<file path="src/rtl/cpu_pkg.sv">
// Shared CPU types: control bundle, ALU opcodes, zero-register index and
// the operand-fetch FSM state encoding.
package cpu_pkg;

  typedef enum logic [2:0] {
    AluAdd   = 3'd0,
    AluSub   = 3'd1,
    AluAnd   = 3'd2,
    AluOrr   = 3'd3,
    AluEor   = 3'd4,
    AluPassB = 3'd5,
    AluLsl   = 3'd6,
    AluLsr   = 3'd7
  } alu_op_e;

  typedef struct packed {
    logic    reg_write;
    logic    mem_read;
    logic    mem_write;
    logic    alu_src;
    alu_op_e alu_op;
  } ctrl_t;

  localparam logic [4:0] XZR_IDX  = 5'd31;
  localparam ctrl_t      CTRL_NOP = '0;

  typedef enum logic [0:0] {
    StRun    = 1'b0,
    StBubble = 1'b1
  } of_state_e;

  // True when a load's destination feeds the given source register.
  function automatic logic load_dep(input logic [4:0] ld_rd, input logic [4:0] src,
                                    input logic [4:0] zero_idx);
    return (ld_rd != zero_idx) && (ld_rd == src);
  endfunction

endpackage

</file>
<file path="src/rtl/hazard_detect.sv">
// Combinational load-use detector: an in-flight load in EX whose destination
// is read by the instruction currently in decode.
module hazard_detect
  import cpu_pkg::*;
#(
  parameter logic [4:0] XZR = XZR_IDX
) (
  input  logic       ex_valid_i,
  input  logic       ex_mem_read_i,
  input  logic [4:0] ex_rd_i,
  input  logic       id_valid_i,
  input  logic [4:0] id_rn_i,
  input  logic [4:0] id_rm_i,
  output logic       hazard_o
);

  logic ex_is_load;
  logic src_match;

  always_comb begin
    ex_is_load = ex_valid_i && ex_mem_read_i;
    src_match  = load_dep(ex_rd_i, id_rn_i, XZR) || load_dep(ex_rd_i, id_rm_i, XZR);
    hazard_o   = ex_is_load && id_valid_i && src_match;
  end

endmodule

</file>
<file path="src/rtl/operand_fetch_stage.sv">
// Operand fetch / ID->EX pipeline register with bypass muxing and a
// one-cycle load-use stall FSM. Define STALL_COUNT_EN to add stall_count.
module operand_fetch_stage
  import cpu_pkg::*;
#(
  parameter int unsigned DATA_W = 64,
  parameter logic [4:0]  XZR    = XZR_IDX
) (
  input  logic              clk,
  input  logic              reset_n,
  input  logic              id_valid,
  input  logic [4:0]        id_rn,
  input  logic [4:0]        id_rm,
  input  logic [4:0]        id_rd,
  input  logic [DATA_W-1:0] id_rdata1,
  input  logic [DATA_W-1:0] id_rdata2,
  input  logic [DATA_W-1:0] id_imm,
  input  ctrl_t             id_ctrl,
  input  logic              forward1,
  input  logic              forward2,
  input  logic [DATA_W-1:0] forward_data1,
  input  logic [DATA_W-1:0] forward_data2,
  input  logic              flush,
  output logic              ex_valid,
  output logic [4:0]        ex_rd,
  output logic [DATA_W-1:0] ex_opA,
  output logic [DATA_W-1:0] ex_opB,
  output logic [DATA_W-1:0] ex_store_data,
  output ctrl_t             ex_ctrl,
  output logic              stall
`ifdef STALL_COUNT_EN
  ,
  output logic [31:0]       stall_count
`endif
);

  of_state_e         state_q, state_d;
  logic              hazard;
  logic              bubble;

  logic              ex_valid_q, ex_valid_d;
  logic [4:0]        ex_rd_q, ex_rd_d;
  logic [DATA_W-1:0] ex_opa_q, ex_opa_d;
  logic [DATA_W-1:0] ex_opb_q, ex_opb_d;
  logic [DATA_W-1:0] ex_store_q, ex_store_d;
  ctrl_t             ex_ctrl_q, ex_ctrl_d;

  logic [DATA_W-1:0] op_a;
  logic [DATA_W-1:0] raw_b;

  hazard_detect #(
    .XZR (XZR)
  ) u_hazard_detect (
    .ex_valid_i    (ex_valid_q),
    .ex_mem_read_i (ex_ctrl_q.mem_read),
    .ex_rd_i       (ex_rd_q),
    .id_valid_i    (id_valid),
    .id_rn_i       (id_rn),
    .id_rm_i       (id_rm),
    .hazard_o      (hazard)
  );

  // Flush wins over stall; BUBBLE always returns to RUN after one cycle.
  always_comb begin
    state_d = state_q;
    stall   = 1'b0;
    unique case (state_q)
      StRun: begin
        if (hazard && !flush) begin
          stall   = 1'b1;
          state_d = StBubble;
        end
      end
      StBubble: state_d = StRun;
      default:  state_d = StRun;
    endcase
  end

  always_comb begin
    op_a  = forward1 ? forward_data1 : id_rdata1;
    raw_b = forward2 ? forward_data2 : id_rdata2;
  end

  // Data fields load unconditionally; only valid/ctrl are forced on a bubble.
  always_comb begin
    bubble     = flush || !id_valid || stall;
    ex_valid_d = !bubble;
    ex_ctrl_d  = bubble ? CTRL_NOP : id_ctrl;
    ex_rd_d    = id_rd;
    ex_opa_d   = op_a;
    ex_opb_d   = id_ctrl.alu_src ? id_imm : raw_b;
    ex_store_d = raw_b;
  end

  always_ff @(posedge clk or negedge reset_n) begin
    if (!reset_n) begin
      state_q    <= StRun;
      ex_valid_q <= 1'b0;
      ex_rd_q    <= '0;
      ex_opa_q   <= '0;
      ex_opb_q   <= '0;
      ex_store_q <= '0;
      ex_ctrl_q  <= CTRL_NOP;
    end else begin
      state_q    <= state_d;
      ex_valid_q <= ex_valid_d;
      ex_rd_q    <= ex_rd_d;
      ex_opa_q   <= ex_opa_d;
      ex_opb_q   <= ex_opb_d;
      ex_store_q <= ex_store_d;
      ex_ctrl_q  <= ex_ctrl_d;
    end
  end

  assign ex_valid      = ex_valid_q;
  assign ex_rd         = ex_rd_q;
  assign ex_opA        = ex_opa_q;
  assign ex_opB        = ex_opb_q;
  assign ex_store_data = ex_store_q;
  assign ex_ctrl       = ex_ctrl_q;

`ifdef STALL_COUNT_EN
  logic [31:0] stall_count_q, stall_count_d;

  always_comb begin
    stall_count_d = stall_count_q;
    if (stall && (stall_count_q != 32'hFFFF_FFFF)) begin
      stall_count_d = stall_count_q + 32'd1;
    end
  end

  always_ff @(posedge clk or negedge reset_n) begin
    if (!reset_n) begin
      stall_count_q <= '0;
    end else begin
      stall_count_q <= stall_count_d;
    end
  end

  assign stall_count = stall_count_q;
`endif

endmodule
</file>
<file path="config.mk">
export PLATFORM = sky130hd
export DESIGN_NAME = operand_fetch_stage
export DESIGN_NICKNAME = d
export VERILOG_FILES = /design/src/rtl/cpu_pkg.sv /design/src/rtl/hazard_detect.sv /design/src/rtl/operand_fetch_stage.sv
export SDC_FILE = /design/constraint.sdc
export NUM_CORES = 1
export LEC_CHECK = 0
export CAP_MARGIN = 20
export CORE_AREA = 2 2 213 215
export CTS_BUF_LIST = sky130_fd_sc_hd__clkbuf_16
export DETAILED_ROUTE_END_ITERATION = 12
export DIE_AREA = 0 0 215 217
export MAX_ROUTING_LAYER = met4
export PLACE_DENSITY = 0.49
export SYNTH_ARGS = -nofsm -noshare
export SYNTH_HDL_FRONTEND = slang
export SYNTH_SLANG_ARGS = --single-unit
</file>
<file path="constraint.sdc">
create_clock -name clk -period 1.9 [get_ports clk]
set_clock_uncertainty 0.1 [all_clocks]
set_input_delay 0.38 -clock clk [delete_from_list [all_inputs] [get_ports clk]]
set_output_delay 0.38 -clock clk [all_outputs]
set_load 0.01 [all_outputs]
</file>
==> flow_metrics.py, run 1 <==
metrics = {
    "setup_path": {
        "critPathTopFamily": "flip-flops",
        "worst-path-buf-inv": 2,
        "critical_path.slowest_cell": "dfrtp_1",
        "critical-path-top-cell-by-count": "buf_6",
        "critPathCaptureType": "primary output",
        "count_of_cell_instances_traversed_by_the_critical_path": 6,
        "worst_ep_required_ps": 1420,
        "worst_reg_to_reg_path_cell_count": 6,
        "worst-setup-path-type": "reg2out",
        "crit_chain": "buf_6, xnor2_2, nand2_1, o22ai_2, and2_4, buf_6",
        "cp.arrival_ps": 1760,
        "path_max_fanout": 2,
        "worst_setup_path_start_kind": "flip-flop",
        "worst_path_largest_cell_delay_ps": 410,
    },
    "global_route": {
        "grt_max_degree": 49,
        "overflow": 0,
        "grt_pass1_vias": 6843,
        "grt_util_all_layers": 0.132,
        "number_of_antenna_violations_at_the_first_check_in_global_routing": 0,
        "grt_pass1_wl_um": 44500,
    },
    "finish": {
        "antenna_cells": 0,
        "multi_input_area_um2": 2660,
        "post-route-util": 0.335,
        "ff_latch_area_um2": 5160,
        "final_layout_size_suffix_gt1_frac": 0.254,
        "area_growth_pct": 87.2,
        "finish.net_count": 1393,
        "finish.instance_area_um2": 15000,
        "nFillCells": 4570,
    },
    "floorplan": {
        "start_util": 0.179,
        "floorplan.die.height_um": 217,
        "num_rows": 78,
        "total_core_area_um2": 44700,
        "chipWidth_um": 215,
        "io_pins": 554,
        "dieArea_um2": 46700,
    },
    "logic_synthesis": {
        "synthesized_area_um2": 8000,
        "synth-seq-area-share": 0.645,
        "synthTopCellsByArea": "dfrtp_1, mux2_2, mux2_4",
        "synth.net_count": 804,
        "synth_cell_types": 19,
        "synth-main-ff-cell": "dfrtp_1",
        "synth.avg_cell_area_um2": 17.5,
        "yosys_warnings": 0,
        "synthArstFlopShare": 1.00,
        "postSynthRegisterBits": 206,
        "synth.top_cell.area_share": 0.645,
        "postSynthCellCount": 456,
        "most_common_library_cells_after_synthesis": "dfrtp_1, mux2_2, mux2_4",
        "synth_edf_count": 0,
        "yosysMostFrequentCell": "dfrtp_1",
        "synth_top_area_cell": "dfrtp_1",
    },
    "routing": {
        "drt-vias-per-instance": 3.67,
        "routed_wire_length_per_instance_um": 18.5,
        "routed_wirelength_um": 30700,
        "number_of_detailed_routing_iterations_run_before_antenna_repair": 4,
        "ant_nets": 0,
        "vias_post_dr": 6091,
        "drtIter0Drc": 152,
        "drc_errors_left": 0,
    },
    "place": {
        "worst_case_setup_slack_after_placement_ps": -708,
        "gp_congestion": 0.843,
        "dpl_cell_area_um2": 14400,
        "total_of_buffers_placed_on_input_and_output_ports": 553,
        "detailed_place_hpwl_um": 24500,
    },
    "sta": {
        "fmaxAchievable_mhz": 446,
        "max_slew.worst_pin.slew_ps": 481,
        "final_period_minus_worst_setup_slack_ps": 2240,
        "number_of_max_slew_violations_in_the_final_report": 0,
        "grt_setup_unrepaired": "yes",
        "post-route-worst-setup-slack_ps": -342,
        "slew-limit-headroom": 0.680,
        "setup-violations-final": 1,
        "final_number_of_hold_violating_endpoints": 0,
        "final_min_period_over_clock_period": 1.18,
    },
    "outcome": {
        "outcome": "finished with violations",
        "failed_checks": "negative setup slack",
    },
    "clock_network": {
        "clk_pin_slew_worst_paths_ps": 60,
        "number_of_h_tree_levels": 1,
        "cts_max_path_buffers": 3,
        "tritoncts": "done",
        "worstSkewPairLatency_ps": 530,
        "clock_sink_count": 206,
        "number_of_cts_inserted_buffers": 27,
        "clock_tree.root_cell": "clkbuf_16",
    },
    "min_path": {
        "min_delay_path_depth": 2,
        "hold_class": "in2reg",
    },
    "flow_run": {
        "cap_viol_max_count": 0,
    },
    "pwr": {
        "cell_area_power_density_nw_per_um2": 768,
        "power.leakage_nw": 6.63,
        "vdd_ir_drop_max_mv": 0.500,
    },
}
[logic make-up after synthesis]
| logic type | after synthesis | synth area share |
|---|---|---|
| DFF | 206 | 0.645 |
| AOI/OAI and AO/OA | 10 | 0.00939 |
| xor gates and xnor gates | 10 | 0.0110 |
| buffers and inverters | 23 | 0.0269 |
| muxes | 192 | 0.298 |
| and+or+nand+nor | 15 | 0.00970 |
[through the flow]
step | power, mW | cells | hold slack [ps] | setup TNS, ps
after floorplan | 5.66 | 456 | -15.6 | 0
after global placement | 7.41 | 1613 | 285 | -716
after detailed placement | 7.42 | 1613 | 280 | -708
after CTS | 11.7 | 1661 | 139 | -383
after global routing | 12.1 | 1661 | 163 | -435
final | 11.5 | 1661 | 167 | -342
[state kept, by name, summed over array words and instances, names as in the netlist]
| register | cells |
|---|---|
| ex_rd | 5 |
| ex_opA | 64 |
| ex_store_data | 64 |
| ex_ctrl | 7 |
| ex_valid | 1 |
| ex_opB | 64 |
| state_q | 1 |
[layer usage]
metal	wire, um	part of all wire	up-vias	global-route usage
li1	-	-	2771	-
met1	10900	0.36	2941	0.136
met2	15700	0.51	338	0.230
met3	3420	0.11	41	0.0545
met4	658	0.021	0	0.0382
met5	0	0	-	-
[layout make-up]
type / instances / share of cell area
clock buffer: 27 / 0.0451
sequential: 206 / 0.344
clock inverter: 18 / 0.00551
tap: 600 / 0.0501
multi-input combinational: 227 / 0.178
timing repair buffer: 583 / 0.377
[cells in the final DEF, fill, tap and decap left out]
| cell | instances |
|---|---|
| a211oi_4 | 1 |
| a21boi_0 | 1 |
| a21oi_1 | 7 |
| and2_4 | 1 |
| and4_4 | 1 |
| buf_12 | 8 |
| buf_2 | 2 |
| buf_4 | 21 |
| buf_6 | 3 |
| clkbuf_16 | 27 |
| clkbuf_8 | 1 |
| clkdlybuf4s15_1 | 2 |
| clkdlybuf4s50_1 | 347 |
| clkinv_1 | 6 |
| clkinv_2 | 1 |
| clkinv_4 | 1 |
| clkinvlp_4 | 1 |
| dfrtp_1 | 205 |
| dfrtp_2 | 1 |
| dlygate4sd2_1 | 188 |
| dlygate4sd3_1 | 1 |
| dlymetal6s2s_1 | 10 |
| inv_1 | 8 |
| inv_6 | 1 |
| mux2_2 | 132 |
| mux2_4 | 60 |
| nand2_1 | 9 |
| nand3_1 | 1 |
| nand3_2 | 2 |
| nor2b_2 | 1 |
| o22ai_2 | 1 |
| xnor2_1 | 7 |
| xnor2_2 | 3 |
[repair_timing]
action,in CTS,in global routing
resized for setup,208,13
endpoints found under the hold margin,37,0
cloned,0,0
setup endpoints to repair,192,12
setup buffers,2,0
pin swaps,7,1
hold buffers,1,0
[path summary, 6_finish.rpt]
path                              end  startpoint  slack (ps)
min                        ex_opB[18]  id_ctrl[3]         170
max                             stall    ex_rd[0]        -340
min in group asynchronous  ex_opB[17]     reset_n         260
max in group asynchronous    ex_rd[3]     reset_n         800
min reg2reg                   state_q     state_q         490
max reg2reg                  ex_valid    ex_rd[0]         450
[power breakdown]
group          internal [mW]  switching [mW]
clock network           2.54            1.90
logic                   1.40           0.838
registers               4.73          0.0968
Power figures use the tool's default switching activity.
==> run 2, diff against run 1 <==
Settings changed: PLACE_DENSITY 0.49 to 0.51.
==> run 2 against run 1 <==
  * The run still ends with negative setup slack left
  * Cell count unchanged
  * Global-route usage down 0.80 points
  * Clock-buffer cell count unchanged
  * Critical path depth down 1
  * Sequential share of layout area about the same
  * Combinational power about the same
  * Total power up 0.75%
  * Sequential cell count unchanged
  * Highest routed layer unchanged
==> flow_metrics.py, run 2 (synthesized netlist as in run 1, its figures left out) <==
metrics = {
    "outcome": {
        "failed_checks": "negative setup slack",
        "outcome": "finished with violations",
    },
    "finish": {
        "post-route-util": 0.336,
        "nFillCells": 4595,
        "finish.instance_area_um2": 15000,
        "final_layout_size_suffix_gt1_frac": 0.254,
        "area_growth_pct": 87.5,
        "finish.net_count": 1390,
        "antenna_cells": 0,
        "layout.cells.non_filler": 1661,
        "mostFrequentLayoutCells": "clkdlybuf4s50_1, dfrtp_1, dlygate4sd2_1",
        "mostFrequentLayoutCell": "clkdlybuf4s50_1",
    },
    "sta": {
        "max_slew.worst_pin.slew_ps": 358,
        "fmaxAchievable_mhz": 450,
        "final_period_minus_worst_setup_slack_ps": 2220,
        "final_number_of_hold_violating_endpoints": 0,
        "setup_total_negative_slack_ps": -322,
        "final_min_period_over_clock_period": 1.17,
        "final.hold.worst_slack_ps": 162,
        "grt_setup_unrepaired": "yes",
        "number_of_max_slew_violations_in_the_final_report": 0,
        "post-route-worst-setup-slack_ps": -322,
        "slew-limit-headroom": 0.761,
        "setup-violations-final": 1,
    },
    "routing": {
        "drtIter0Drc": 179,
        "vias_post_dr": 6064,
        "ant_nets": 0,
        "number_of_detailed_routing_iterations_run_before_antenna_repair": 3,
        "routed_wire_length_per_instance_um": 17.6,
        "drt-vias-per-instance": 3.65,
        "routed_wirelength_um": 29300,
        "drc_errors_left": 0,
    },
    "min_path": {
        "timing.hold.worst_endpoint": "ex_opB[22]",
        "min_delay_path_depth": 2,
        "hold_class": "in2reg",
        "hold_path_startpoint": "id_ctrl[3]",
    },
    "setup_path": {
        "worst_setup_path_start_kind": "flip-flop",
        "cp.arrival_ps": 1740,
        "worst_path_largest_cell_delay_ps": 430,
        "rr_startpoint": "ex_rd[1]",
        "critPathCaptureType": "primary output",
        "worst-setup-path-type": "reg2out",
        "worst-r2r-setup-slack_ps": 280,
        "worst_reg_to_reg_path_cell_count": 7,
        "path_max_fanout": 4,
        "worst_ep_required_ps": 1420,
        "critical_path.slowest_cell": "dfrtp_1",
        "crit_chain": "xnor2_1, nand3_1, o22ai_2, and2_4, buf_6",
        "regToRegEndpoint": "ex_valid",
    },
    "global_route": {
        "grt_pass1_vias": 6743,
        "grt_util_all_layers": 0.124,
        "number_of_antenna_violations_at_the_first_check_in_global_routing": 1,
        "grt_pass1_wl_um": 42100,
        "grt_max_degree": 65,
        "overflow": 0,
    },
    "clock_network": {
        "clock_tree.root_cell": "clkbuf_16",
        "cts_max_path_buffers": 3,
        "clk_pin_slew_worst_paths_ps": 60,
        "tritoncts": "done",
        "number_of_cts_inserted_buffers": 26,
        "number_of_h_tree_levels": 1,
        "worstSkewPairLatency_ps": 520,
        "clock_sink_count": 206,
    },
    "floorplan": {
        "dieArea_um2": 46700,
        "io_pins": 554,
        "start_util": 0.179,
        "chipWidth_um": 215,
        "num_rows": 78,
        "floorplan.die.height_um": 217,
        "total_core_area_um2": 44700,
    },
    "place": {
        "dpl_cell_area_um2": 14300,
        "worst_case_setup_slack_after_placement_ps": -698,
        "gp_congestion": 0.843,
        "detailed_place_hpwl_um": 23100,
        "dp.cells": 1609,
        "total_of_buffers_placed_on_input_and_output_ports": 553,
    },
    "pwr": {
        "cell_area_power_density_nw_per_um2": 772,
        "power.leakage_nw": 6.66,
        "finalPower_mw": 11.6,
        "vdd_ir_drop_max_mv": 0.515,
    },
    "flow_run": {
        "cap_viol_max_count": 0,
    },
}
[run 2: changes by cell type in the layout (fill, tap and decap cells not counted), moves of 2 or more]
cell / before / now
dlymetal6s2s_1: 10 / 15
clkdlybuf4s50_1: 347 / 358
clkinv_2: 1 / 5
dlygate4sd2_1: 188 / 174
dfrtp_2: 1 / 3
dfrtp_1: 205 / 203
buf_6: 3 / 1
[run 2: per-layer routing]
metal | track usage | share of wire | vias up
met3 | 0.0458 | 0.10 | 33
met2 | 0.218 | 0.51 | 348
met4 | 0.0345 | 0.020 | 0
met1 | 0.130 | 0.37 | 2920
li1 | - | - | 2763
met5 | - | 0 | -
[run 2: what timing repair did]
action	4_1_cts	5_1_grt
pin swaps	8	1
resized for setup	184	20
endpoints found under the hold margin	73	0
hold buffers	1	0
setup endpoints to repair	176	17
buffers inserted	2	2
[run 2: how the worst max path moves through the flow]
stage	from	endpoint	slack, ps	cells past startpoint
global route	ex_rd[1]	stall	-380	5
CTS	ex_rd[4]	stall	-340	5
finish	ex_rd[1]	stall	-320	5
floorplan	id_valid	stall	150	5
global placement	id_valid	stall	-670	6
detailed placement	id_valid	stall	-700	6
[run 2: area by class of cell]
cell class / instances / area, um2 / share of cell area
Timing Repair Buffer: 581 / 5650 / 0.377
Tap cell: 600 / 751 / 0.0501
Sequential cell: 206 / 5160 / 0.344
Multi-Input combinational cell: 227 / 2650 / 0.177
Clock inverter: 20 / 115 / 0.00767
Clock buffer: 27 / 676 / 0.0450
[run 2: report_power, final]
| part | total [mW] | switching [mW] | leakage [nW] | internal [mW] |
|---|---|---|---|---|
| clock | 4.54 | 1.86 | 0.419 | 2.68 |
| combinational | 2.22 | 0.816 | 3.82 | 1.40 |
| sequential | 4.82 | 0.0927 | 2.41 | 4.73 |
| total | 11.6 | 2.77 | 6.66 | 8.81 |
[run 2: critical path: cells and delay by family (launching register included)]
family                 cells  cell delay (ps)
AO/OA/AOI/OAI              1              240
AND/OR/NAND/NOR            2              300
buffers and inverters      1               90
flip-flops                 1              430
XOR/XNOR                   1              170
